## src/rtl/int_ctrl.sv

```systemverilog
// Interrupt controller: latches rising-edge requests, picks the lowest index,
// pauses the pipeline, redirects the PC to a vector and returns to the saved PC on mret.
module int_ctrl #(
    parameter int unsigned IRQ_NUM      = 4,
    parameter logic [31:0] VEC_BASE     = 32'h0000_0100,
    parameter int unsigned VEC_STRIDE   = 4,
    parameter int unsigned PAUSE_CYCLES = 2
) (
    input  logic                       clk,
    input  logic                       clr,
    input  logic [IRQ_NUM-1:0]         irq,
    input  logic                       int_en,
    input  logic                       branch,
    input  logic                       mret,
    input  logic [31:0]                pc_resume,
    output logic                       int_set_pl_pause,
    output logic                       int_flag,
    output logic [31:0]                nextpc_int,
    output logic [31:0]                epc_out,
    output logic [$clog2(IRQ_NUM)-1:0] cause_out,
    output logic                       in_handler,
    output logic [IRQ_NUM-1:0]         irq_ack
);

    localparam int unsigned CW    = $clog2(IRQ_NUM);
    localparam int unsigned CNT_W = (PAUSE_CYCLES > 1) ? $clog2(PAUSE_CYCLES) : 1;

    typedef enum logic [2:0] {
        IDLE,
        PAUSE,
        REDIRECT,
        HANDLER,
        RETURN
    } state_t;

    state_t             state, state_n;
    logic [IRQ_NUM-1:0] irq_d, pending, pending_n, ack_n;
    logic [CW-1:0]      lowest, cause_n;
    logic [31:0]        epc_n, nextpc_n;
    logic [CNT_W-1:0]   cnt, cnt_n;

    // Descending scan so the lowest set index is the last one written.
    always_comb begin
        lowest = '0;
        for (int unsigned i = IRQ_NUM; i > 0; i--) begin
            if (pending[i-1]) lowest = CW'(i - 1);
        end
    end

    always_comb begin
        state_n  = state;
        cnt_n    = cnt;
        cause_n  = cause_out;
        epc_n    = epc_out;
        nextpc_n = nextpc_int;
        ack_n    = '0;
        case (state)
            IDLE: begin
                if (int_en && (|pending) && !branch && !mret) begin
                    cause_n = lowest;
                    epc_n   = pc_resume;
                    ack_n   = IRQ_NUM'(1) << lowest;
                    cnt_n   = CNT_W'(PAUSE_CYCLES - 1);
                    state_n = PAUSE;
                end
            end
            PAUSE: begin
                if (cnt == '0) begin
                    state_n  = REDIRECT;
                    nextpc_n = 32'(VEC_BASE + 32'(cause_out) * VEC_STRIDE);
                end else begin
                    cnt_n = cnt - CNT_W'(1);
                end
            end
            REDIRECT: state_n = HANDLER;
            HANDLER: begin
                if (mret) begin
                    state_n  = RETURN;
                    nextpc_n = epc_out;
                end
            end
            RETURN:  state_n = IDLE;
            default: state_n = IDLE;
        endcase
        // A new edge on a bit being acknowledged this cycle keeps it pending.
        pending_n = (pending & ~ack_n) | (irq & ~irq_d);
    end

    // Outputs are decoded from the next state so they are registered with it.
    always_ff @(posedge clk or posedge clr) begin
        if (clr) begin
            state            <= IDLE;
            cnt              <= '0;
            irq_d            <= '0;
            pending          <= '0;
            epc_out          <= '0;
            cause_out        <= '0;
            nextpc_int       <= '0;
            irq_ack          <= '0;
            int_set_pl_pause <= 1'b0;
            int_flag         <= 1'b0;
            in_handler       <= 1'b0;
        end else begin
            state            <= state_n;
            cnt              <= cnt_n;
            irq_d            <= irq;
            pending          <= pending_n;
            epc_out          <= epc_n;
            cause_out        <= cause_n;
            nextpc_int       <= nextpc_n;
            irq_ack          <= ack_n;
            int_set_pl_pause <= (state_n == PAUSE);
            int_flag         <= (state_n == REDIRECT) || (state_n == RETURN);
            in_handler       <= (state_n == HANDLER) || (state_n == RETURN);
        end
    end

endmodule

```

## config.mk

```make
export PLATFORM = sky130hd
export DESIGN_NAME = int_ctrl
export DESIGN_NICKNAME = d
export VERILOG_FILES = /design/src/rtl/int_ctrl.sv
export SDC_FILE = /design/constraint.sdc
export NUM_CORES = 1
export LEC_CHECK = 0
export BUFFER_PORTS_ARGS = -buffer_cell sky130_fd_sc_hd__buf_4
export CORE_ASPECT_RATIO = 0.7
export CORE_MARGIN = 2
export CORE_UTILIZATION = 45
export CTS_CLUSTER_SIZE = 24
export DETAILED_ROUTE_END_ITERATION = 7
export PLACE_DENSITY_LB_ADDON = 0.2
export RECOVER_POWER = 50
export SLEW_MARGIN = 20
export SYNTH_ARGS = -nofsm -noshare
export SYNTH_HDL_FRONTEND = slang
export SYNTH_SLANG_ARGS = --single-unit
export TNS_END_PERCENT = 30
```

## constraint.sdc

```tcl
create_clock -name clk -period 5.4 [get_ports clk]
set_input_delay 0.54 -clock clk [delete_from_list [all_inputs] [get_ports clk]]
set_output_delay 0.54 -clock clk [all_outputs]
set_load 0.005 [all_outputs]
```

* Yosys cells after proc, flatten, opt, wreduce, memory -nomap -nowiden *
Cells that the tools add are included.

operators by class
  equality and inequality tests = 10
  multiplexer cells = 16
  reduce and logical (&&, ||, !) cells = 14
  bitwise gates (word level) = 5
  shifts and indexed selects = 1
  add/subtract/negate cells = 2

operator list
  kind                                             number
  two-way mux 32 bit                               2
  one-hot mux 32 bit (2 select lines)              1
  == test 3 x 2 -> 1 bit, second input constant    4
  one-hot mux 3 bit (4 select lines)               1
  adder 9 x 4 -> 10 bit, first input constant      1
  two-way mux 3 bit                                3
  bitwise AND 4 bit                                2
  two-way mux 2 bit                                4
  two-way mux 4 bit                                2
  inverter 4 bit                                   2
  == test 3 x 1 -> 1 bit, second input constant    2
  != test 2 bit, second input constant             3
  bitwise OR 4 bit                                 1
  AND reduction 2 bit                              2
  nonzero test 2 bit                               2
  OR reduction 4 bit                               1
  << shifter 1 x 2 -> 4 bit, first input constant  1
  == test 3 bit, second input constant             1
  logical AND 1 bit                                3
  zero test 3 bit                                  1
  AND reduction 3 bit                              1
  zero test 1 bit                                  2
  logical OR 1 bit                                 2
  two-way mux 1 bit                                2
  2 further kinds                                  2

storage, ports and cells
  output and inout bits = 73
  word-level logic and storage cells = 59
  input bits = 41
  bits in registers = 85

* Logic depth before layout (Yosys ltp) *
Gate-level depths: netlist of run 1.

  depth after elaboration = 10
  mapped depth = 6
  depth with buffers taken out = 3

* Least setup slack after synthesis of run 1 *
No wires, ideal clock.

  path kind = input -> register
  from = input mret
  to = register epc_out[10]
  setup time = 0.125 ns
  path buffers = 2
  data required time = 5.275 ns
  data arrival time = 2.035 ns
  stages = 5
  setup slack = 3.239 ns
  cells stage by stage = or4_1 -> buf_6 -> nor3_4 -> buf_6 -> mux2_4

between the ends
  longest elaborated chain between the ends = 3

RTL lines
  element                        RTL line  RTL
  start: declaration             14        input logic mret,
  zero test 1 bit                59        if (int_en && (|pending) && !branch && !mret) begin
  logical AND 1 bit              59
  AND reduction 2 bit (no line)  --
  end signal: assignment         108       epc_out <= epc_n;
  end: declaration               19        output logic [31:0] epc_out,

Every way passes these cells.
A chain may end at the register's enable or synchronous reset.

* Worst setup path after layout of run 1 *
  from = register state[1]
  to = register epc_out[31]

between the ends
  longest elaborated chain between the ends = 2

RTL lines
  element                        RTL line  RTL
  start: declaration             36        state_t state, state_n;
  start signal: assignment       104       state <= state_n;
  zero test 3 bit                57        case (state)
  AND reduction 2 bit (no line)  --

Every way passes these cells.

==> results of run 1 <==
## through the flow
stage | instances | instance area [sq um] | hold WS (ns)
2_1_floorplan | 213 | 3260 | 0.400
3_3_place_gp | 412 | 4180 | 0.404
3_5_place_dp | 412 | 4180 | 0.412
4_1_cts | 428 | 4400 | 0.295
5_1_grt | 428 | 4380 | 0.316
6_report | 428 | 4380 | 0.329
## layout by cell type, fill, tap and decap left out, types with 6 or more instances in the layout
| master | instances |
|---|---|
| clkbuf_8 | 9 |
| clkbuf_1 | 6 |
| mux2_1 | 7 |
| a22o_1 | 31 |
| clkbuf_4 | 28 |
| dfrtp_1 | 85 |
| mux2_2 | 10 |
| inv_1 | 6 |
| mux2_4 | 20 |
| buf_4 | 82 |
## layout make-up
type	count	area [sq um]	area share [%]
flip-flops and latches	85	2130	48.5
multi-input cells	109	1030	23.5
repair buffers	117	860	19.6
clock buffers	9	124	2.83
well taps	94	118	2.68
clock inverters	7	97.6	2.23
inverters	7	27.5	0.628
## logic make-up after synthesis
| logic type | Yosys count |
|---|---|
| buf+inv | 19 |
| simple gates | 30 |
| mux | 37 |
| flops | 85 |
| compound gates | 42 |
## registers in the layout (all words and copies together), names as in the netlist
| signal | flops |
|---|---|
| cause_out | 2 |
| cnt | 1 |
| epc_out | 32 |
| in_handler | 1 |
| int_flag | 1 |
| int_set_pl_pause | 1 |
| irq_ack | 4 |
| irq_d | 4 |
| nextpc_int | 32 |
| pending | 4 |
| state | 3 |
## layer usage
metal | share of wire, % | routed length [um]
met5 | 0 | 0
met4 | 0.78 | 53
met3 | 8.0 | 547
met2 | 44 | 3010
met1 | 47 | 3200
## worst min-delay path by stage
| stage | from | to | slack, ns |
|---|---|---|---|
| floorplan | irq_d[3]$_DFF_PP0_ | pending[3]$_DFF_PP0_ | 0.40 |
| global placement | irq_d[3]$_DFF_PP0_ | pending[3]$_DFF_PP0_ | 0.40 |
| detailed placement | irq_d[3]$_DFF_PP0_ | pending[3]$_DFF_PP0_ | 0.41 |
| CTS | irq[2] | irq_d[2]$_DFF_PP0_ | 0.30 |
| global route | irq[2] | irq_d[2]$_DFF_PP0_ | 0.32 |
| finish | irq[1] | irq_d[1]$_DFF_PP0_ | 0.33 |
## critical path, stage by stage (launching register included)
cell and delay [ns]:
dfrtp_1 0.46, or4_1 0.69, nor3_4 0.88, buf_4 0.45, mux2_2 0.37
## report_power, final
part / leakage [uW] / switching [uW] / internal [uW]
Combinational: 0.00101 / 314 / 566
Clock: 0.000106 / 224 / 263
Sequential: 0.00106 / 201 / 900
Total: 0.00219 / 739 / 1730
==> flow_summary_export.csv, run 1 <==
group,metric,value,unit
clocking,clk_latency,0.34,ns
worst_setup_path,reg2reg_from,"state[1]$_DFF_PP0_",
floorplanning,core_area,0.00688,sq mm
timing,layout_min_cycle_time,2.97,ns
timing,relSlewSlack,32.4,%
synth,netlist_instances,213,
global_route,grt.met3_usage,6.67,%
clocking,clkSinkCount,85,
global_route,grt_max_degree,86,
global_route,grt_pass1_vias,2186,
worst_setup_path,cp-startpoint,"state[1]$_DFF_PP0_",
cells_and_area,antenna_cells,0,
min_path,hp-class,"in -> reg",
floorplanning,start_util,47.4,%
placement,place_congestion,0.765,
cells_and_area,fill_cells,557,
routing,drt_iter0_drc,56,
synth,synthSimpleGateAreaFrac,5.64,%
synth,synth_most_common_cell,"dfrtp_1",
routing,vias_per_cell,5.09,
clocking,cts_setup_buffers,0,
status,status,"completed",
clocking,clockRootBuffer,"clkbuf_8",
synth,syn_area,0.00326,sq mm
worst_setup_path,r2r-end,"epc_out[31]$_DFFE_PP0P_",
power,p_total,2470,uW
floorplanning,die_x,106,um
clocking,cts.path.max_buffers,2,
worst_setup_path,worstSetupPathType,"reg -> reg",
cells_and_area,drive_gt1_share,48.5,%
global_route,top_usage_layer,"met1",
routing,wl_per_cell,15.9,um
global_route,gr-usage-met1,27.1,%
worst_setup_path,end_kind,"flop",
power,powerDensity,563,mW/mm^2
synth,synth_compound_area_share,10.7,%
synth,synthAdderAreaFrac,0,%
worst_setup_path,worstPathMaxFanout,19,
clocking,hold_buffers,0,
synth,ys_top_cells_by_count,"85 x dfrtp_1, 31 x a22o_1, 20 x mux2_4, 10 x mux2_2",
worst_setup_path,crit_path_start_kind,"flop",
synth,synthArstFlopShare,100,%
timing,hold_viol,0,
synth,ys_ff_latch,85,
cells_and_area,syn_to_final_growth,34.4,%
clocking,cts_tree,"built",
floorplanning,die-height,75.2,um
routing,drc,0,
synth,syn_nets,254,
global_route,grt_first_pass_wirelength,11300,um
synth,seq_area_frac_synth,65.2,%
min_path,hold_depth,1,
synth,synth.distinct_cells,34,
clocking,clkSlewWorstSetupHoldPaths,0.08,ns
timing,rsz0062_at_grt,"no",
global_route,antenna_found_initial,0,
timing,setup_viol,0,
global_route,grt.overflow.total,0,
routing,num_vias,2177,
clocking,ctsResizeCount,0,
global_route,grt_use_met2,25.8,%
synth,ys.warnings.count,0,
power,p_leak,0.00219,uW
synth,synth-edff-count,0,
timing,fin_worst_skew,0.0100,ns
global_route,globalRouteTotalUtil,18.5,%
synth,synth_ff_type,"dfrtp_1",
cells_and_area,layout.nets,370,
timing,final_max_slew_viol_count,0,
floorplanning,pin_count,114,
worst_setup_path,rrSetupSlack,2.43,ns
synth,synth.mux.area_fraction,15.1,%
synth,synth_top_family_by_area,"multiplexers",
worst_setup_path,worstPathArrival,3.20,ns
synth,yosysTopAreaCellShare,65.2,%
placement,portBuffers,113,
routing,drtPass1Iterations,4,
clocking,cts_max_level,3,
timing,tightest_slew,1.01,ns
worst_setup_path,cp.required,5.63,ns
worst_setup_path,critPathCapture,"epc_out[31]$_DFFE_PP0P_",
timing,clock.fmax,0.336,GHz
placement,place_ws,2.19,ns
routing,ant_nets,0,
clocking,cts_made_buffers,9,
job,cap_violations,0,
timing,setup_ws,2.43,ns
worst_setup_path,r2r_cells,4,
synth,synthXorXnorAreaFrac,0,%
cells_and_area,final_util,63.7,%
routing,drt_wl_total,6810,um
synth,synth_area_leaders,"dfrtp_1 65%, mux2_4 9.2%, a22o_1 8.3%",
floorplanning,rows,25,
floorplanning,die_area,0.00795,sq mm
placement,dp_hpwl,4740,um
power,ir_drop,0.000277,V
synth,syn_avg_cell_area,15.3,sq um
synth,yosysTopAreaCell,"dfrtp_1",
timing,period_share,55.1,%
timing,fin_tns_setup,0,ns
Power figures use the tool's default switching activity.
==> inputs of run 2 (changes only) <==
ABC_AREA = 1   (was unset)
clock period = 2.8 ns   (was 5.4 ns; I/O delays follow)
==> run 2 against run 1 <==
Against the previous run:
- the flow now finishes with violations (max-capacitance violations, max-slew violations)
- wire length rose by 10%
- sequential power up 84%
- non-clock buffer count decreased by 1
- fmax up 53%
- critical endpoint is now epc_out[30]$_DFFE_PP0P_
==> flow_summary_export.csv, run 2 <==
group,metric,value,unit
worst_setup_path,worstPathArrival,2.18,ns
worst_setup_path,cp-startpoint,"state[2]$_DFF_PP0_",
synth,synth.distinct_cells,19,
worst_setup_path,end_kind,"flop",
global_route,globalRouteTotalUtil,19.5,%
routing,drt_iter0_drc,139,
synth,ys_ff_latch,85,
routing,ant_nets,0,
cells_and_area,antenna_cells,0,
floorplanning,start_util,47.5,%
clocking,cts_max_level,3,
timing,fin_worst_skew,0.00607,ns
synth,yosysTopAreaCell,"dfrtp_1",
placement,place_ws,0.923,ns
floorplanning,die-height,75.3,um
routing,drc,0,
worst_setup_path,crit_path_start_kind,"flop",
clocking,cts_tree,"built",
cells_and_area,multi_input_area,948,sq um
cells_and_area,layout_commonest_cell,"nand2_1",
synth,syn_avg_cell_area,9.13,sq um
clocking,clkSinkCount,85,
timing,setup_ws,0.854,ns
worst_setup_path,worstSetupPathType,"reg -> reg",
synth,seq_area_frac_synth,65.1,%
floorplanning,rows,25,
floorplanning,pin_count,114,
cells_and_area,layout.nets,514,
timing,setup_viol,0,
cells_and_area,reg.largest.list,"epc_out x32, nextpc_int x32",
timing,fin_tns_setup,0,ns
global_route,grt.overflow.total,0,
timing,clock.fmax,0.514,GHz
clocking,clk_latency,0.34,ns
timing,tightest_slew,1.97,ns
routing,vias_per_cell,4.63,
timing,final_max_slew_viol_count,48,
power,ir_drop,0.000513,V
power,powerDensity,984,mW/mm^2
worst_setup_path,cp.required,3.03,ns
synth,ys_top_cells_by_count,"213 x nand2_1, 85 x dfrtp_1, 17 x inv_1, 9 x nor2_1, 7 x o21ai_0",
timing,period_share,69.5,%
global_route,antenna_found_initial,0,
min_path,hp-class,"in -> reg",
status,violations,"max-capacitance violations, max-slew violations",
worst_setup_path,r2r-end,"epc_out[30]$_DFFE_PP0P_",
global_route,grt_first_pass_wirelength,11800,um
power,p_total,4260,uW
cells_and_area,final-seq-area,0.00213,sq mm
cells_and_area,drive_gt1_share,28.7,%
floorplanning,core_area,0.00688,sq mm
placement,dp_hpwl,5270,um
routing,num_vias,2646,
status,status,"complete, but fails checks",
synth,yosysTopAreaCellShare,65.1,%
routing,drtPass1Iterations,4,
clocking,cts.path.max_buffers,2,
routing,drt_wl_total,7530,um
placement,place_congestion,0.824,
worst_setup_path,r2r_cells,6,
worst_setup_path,rrSetupSlack,0.85,ns
job,cap_violations,1,
cells_and_area,fill_cells,618,
placement,portBuffers,113,
clocking,hold_buffers,0,
cells_and_area,syn_to_final_growth,32.5,%
cells_and_area,final_cell_mix,"214 x nand2_1, 85 x dfrtp_1, 84 x buf_4, 29 x clkbuf_4, 16 x inv_1",
worst_setup_path,reg2reg_from,"state[2]$_DFF_PP0_",
synth,synth_most_common_cell,"nand2_1",
placement,place_inst,556,
synth,synth-edff-count,0,
timing,hold_viol,0,
clocking,ctsResizeCount,0,
synth,netlist_instances,358,
synth,syn_area,0.00327,sq mm
cells_and_area,instances_no_fill,572,
synth,synthArstFlopShare,100,%
worst_setup_path,worstPathMaxFanout,35,
routing,wl_per_cell,13.2,um
floorplanning,die_x,106,um
synth,synth_area_leaders,"dfrtp_1 65%, nand2_1 24%, buf_6 2.1%",
timing,relSlewSlack,-32.1,%
global_route,grt_pass1_vias,2460,
synth,syn_nets,399,
synth,synth_ff_type,"dfrtp_1",
clocking,clkSlewWorstSetupHoldPaths,0.08,ns
timing,rsz0062_at_grt,"no",
global_route,grt_max_degree,48,
clocking,cts_made_buffers,9,
synth,ys.warnings.count,0,
worst_setup_path,critPathCapture,"epc_out[30]$_DFFE_PP0P_",
clocking,cts_setup_buffers,0,
floorplanning,die_area,0.00797,sq mm
clocking,clockRootBuffer,"clkbuf_8",
power,p_leak,0.00249,uW
timing,layout_min_cycle_time,1.95,ns
-- run 2: worst min path at each step --
stage	startpoint	end	slack [ns]	cells past startpoint
final	irq[1]	irq_d[1]$_DFF_PP0_	0.07	1
after global placement	irq[1]	irq_d[1]$_DFF_PP0_	0.40	1
after global routing	irq[0]	irq_d[0]$_DFF_PP0_	0.05	1
after detailed placement	irq[0]	irq_d[0]$_DFF_PP0_	0.40	1
after CTS	irq[0]	irq_d[0]$_DFF_PP0_	0.03	1
after floorplan	irq[0]	irq_d[0]$_DFF_PP0_	0.31	0
-- run 2: logic make-up after synthesis --
| family | Yosys count | synth area share [%] |
|---|---|---|
| buf+inv | 32 | 5.59 |
| compound gates | 10 | 1.68 |
| flops | 85 | 65.1 |
| simple gates | 231 | 27.6 |
-- run 2: layout make-up --
cell class              count  share of cell area (%)
clock buffers              13                    4.13
clock inverters             3                   0.405
inverters                  20                    1.82
multi-input cells         241                    21.9
flip-flops and latches     85                    49.1
well taps                  94                    2.72
repair buffers            116                    19.9
-- run 2: per-layer routing --
layer | vias to the layer above | part of all wire [%] | global-route usage, %
li1 | 1297 | - | -
met1 | 1250 | 45 | 26.0
met2 | 93 | 46 | 30.2
met3 | 6 | 7.9 | 7.36
met4 | 0 | 0.77 | 6.14
met5 | - | 0 | 0
-- run 2: power breakdown --
| part | total, uW | switching, uW | leakage [uW] | internal [uW] |
|---|---|---|---|---|
| clock network | 825 | 408 | 0.000101 | 417 |
| logic | 1420 | 691 | 0.00130 | 724 |
| registers | 2020 | 336 | 0.00109 | 1680 |
-- run 2: critical path, cell delays in order (launching register included) --
cell,delay [ns]
dfrtp_1,0.42
nor2_1,0.11
nand3_1,0.23
nor2_4,0.57
inv_4,0.30
nand2_1,0.14
nand2_1,0.06
-- run 2: stage by stage --
| step | hold WS, ns | cell area, sq um | util [%] |
|---|---|---|---|
| floorplan | 0.311 | 3270 | - |
| global placement | 0.399 | 4150 | 60.3 |
| detailed placement | 0.401 | 4150 | 60.3 |
| CTS | 0.0295 | 4350 | 63.2 |
| global route | 0.0464 | 4330 | 62.9 |
| finish | 0.0731 | 4330 | 62.9 |
==> inputs of run 3 (changes only) <==
CORE_UTILIZATION = 44   (was 45)
clock period = 1.75 ns   (was 2.8 ns; I/O delays follow)
==> run 3 against run 2 <==
Against the previous run:
- the run now ends clean
- critical path depth decreased by 1
- final cell count rose by 1.7%
- via count shrank 2.0%
- critical endpoint is now irq_ack[0]$_DFF_PP0_
- clock power rose by 77%
==> flow_summary_export.csv, run 3 (same netlist as run 2, synthesis figures left out) <==
group,metric,value,unit
global_route,grt_pass1_vias,2540,
worst_setup_path,worstPathArrival,1.80,ns
clocking,clkSinkCount,85,
clocking,cts_max_level,3,
clocking,ctsResizeCount,0,
cells_and_area,antenna_cells,0,
routing,drc,0,
worst_setup_path,path_cells,"nor2_1, nand3_1, nor2_4, buf_4, and3_1",
worst_setup_path,worstSetupPathType,"reg -> reg",
worst_setup_path,cp.required,2.03,ns
cells_and_area,final_cell_mix,"213 x nand2_1, 85 x dfrtp_1, 85 x buf_4, 26 x clkbuf_4, 16 x inv_1",
routing,ant_nets,0,
timing,hold_viol,0,
cells_and_area,reg.largest.list,"epc_out x32, nextpc_int x32",
floorplanning,start_util,45.1,%
floorplanning,die_area,0.00814,sq mm
power,p_leak,0.00251,uW
cells_and_area,final_util,60.6,%
timing,layout_min_cycle_time,1.52,ns
timing,period_share,86.9,%
clocking,cts_made_buffers,9,
worst_setup_path,cpLargestDelayFamily,"simple AND/OR/NAND/NOR gates",
power,ir_drop,0.000627,V
timing,tightest_slew,1.06,ns
routing,wl_per_cell,12.4,um
cells_and_area,drive_gt1_share,27.5,%
floorplanning,die_x,107,um
power,p_total,6940,uW
global_route,grt.overflow.total,0,
floorplanning,pin_count,114,
clocking,cts.path.max_buffers,2,
timing,fin_worst_skew,0.00997,ns
timing,rsz0062_at_grt,"no",
routing,vias_per_cell,4.46,
worst_setup_path,cpMaxStageDelayCell,"dfrtp_1",
worst_setup_path,crit_path_start_kind,"flop",
clocking,clkSlewWorstSetupHoldPaths,0.08,ns
placement,dp_hpwl,5010,um
placement,portBuffers,113,
cells_and_area,syn_to_final_growth,34.6,%
cells_and_area,layout.nets,521,
floorplanning,die-height,76.1,um
clocking,clk_latency,0.34,ns
timing,fin_tns_setup,0,ns
routing,drt_iter0_drc,91,
routing,num_vias,2593,
global_route,grt_first_pass_wirelength,12000,um
placement,place_congestion,0.820,
power,powerDensity,1580,mW/mm^2
routing,drt_wl_total,7240,um
clocking,cts_tree,"built",
timing,setup_viol,0,
global_route,antenna_found_initial,0,
worst_setup_path,end_kind,"flop",
status,status,"completed",
floorplanning,core_area,0.00725,sq mm
routing,drtPass1Iterations,4,
clocking,cts_setup_buffers,0,
global_route,globalRouteTotalUtil,19.1,%
floorplanning,rows,26,
clocking,clockRootBuffer,"clkbuf_8",
timing,relSlewSlack,29.5,%
worst_setup_path,critical_path.max_stage_delay,0.40,ns
timing,clock.fmax,0.658,GHz
worst_setup_path,worstPathMaxFanout,26,
worst_setup_path,crit_buf_inv,1,
timing,final_max_slew_viol_count,0,
cells_and_area,layout_commonest_cell,"nand2_1",
global_route,grt_max_degree,86,
job,cap_violations,0,
min_path,hp-class,"in -> reg",
run 3: per-layer routing:
| metal | vias up | wire length (um) | GRT usage (%) |
|---|---|---|---|
| li1 | 1309 | - | - |
| met1 | 1196 | 3390 | 25.4 |
| met2 | 81 | 3240 | 29.6 |
| met3 | 7 | 535 | 6.67 |
| met4 | 0 | 66 | 5.84 |
| met5 | - | 0 | 0 |
run 3: report_power, final:
part / leakage, uW / internal, uW / switching [uW]
combinational: 0.00132 / 1160 / 1100
clock: 0.000103 / 798 / 664
sequential: 0.00109 / 2690 / 523
run 3: final timing paths:
kind	start	end	slack [ns]	depth (start not counted)
min in group asynchronous	clr	irq_d[2]$_DFF_PP0_	0.71	4
max reg2reg	state[0]$_DFF_PP0_	irq_ack[0]$_DFF_PP0_	0.23	5
min	pc_resume[27]	epc_out[27]$_DFFE_PP0P_	0.02	3
max	state[0]$_DFF_PP0_	irq_ack[0]$_DFF_PP0_	0.23	5
min reg2reg	irq_d[1]$_DFF_PP0_	pending[1]$_DFF_PP0_	0.42	1
max in group asynchronous	clr	epc_out[3]$_DFFE_PP0P_	0.34	4
run 3: cell type report:
type / instances / area (sq um)
Clock inverter: 4 / 73.8
Inverter: 20 / 81.3
Tap cell: 98 / 123
Clock buffer: 11 / 131
Sequential cell: 85 / 2130
Fill cell: 675 / 2860
Timing Repair Buffer: 123 / 910
Multi-Input combinational cell: 241 / 953
run 3: through the flow:
| step | instances | setup slack [ns] | hold slack (ns) | cell area [sq um] |
|---|---|---|---|---|
| 2_1_floorplan | 358 | 0.507 | 0.206 | 3270 |
| 3_3_place_gp | 562 | 0.328 | 0.294 | 4190 |
| 3_5_place_dp | 562 | 0.246 | 0.295 | 4190 |
| 4_1_cts | 582 | 0.229 | 0.0120 | 4440 |
| 5_1_grt | 582 | 0.0623 | 0.00940 | 4400 |
| 6_report | 582 | 0.230 | 0.0233 | 4400 |
run 3: worst reg2reg max path, stage by stage, from the launching register on:
cell and delay (ns):
dfrtp_1 0.40, nor2_1 0.11, nand3_1 0.24, nor2_4 0.21, buf_4 0.31, and3_1 0.20
run 3: repair_timing:
item | CTS | global route
hold endpoints to repair | 89 | 0
setup endpoints to repair | 0 | 0
hold buffers | 5 | 0
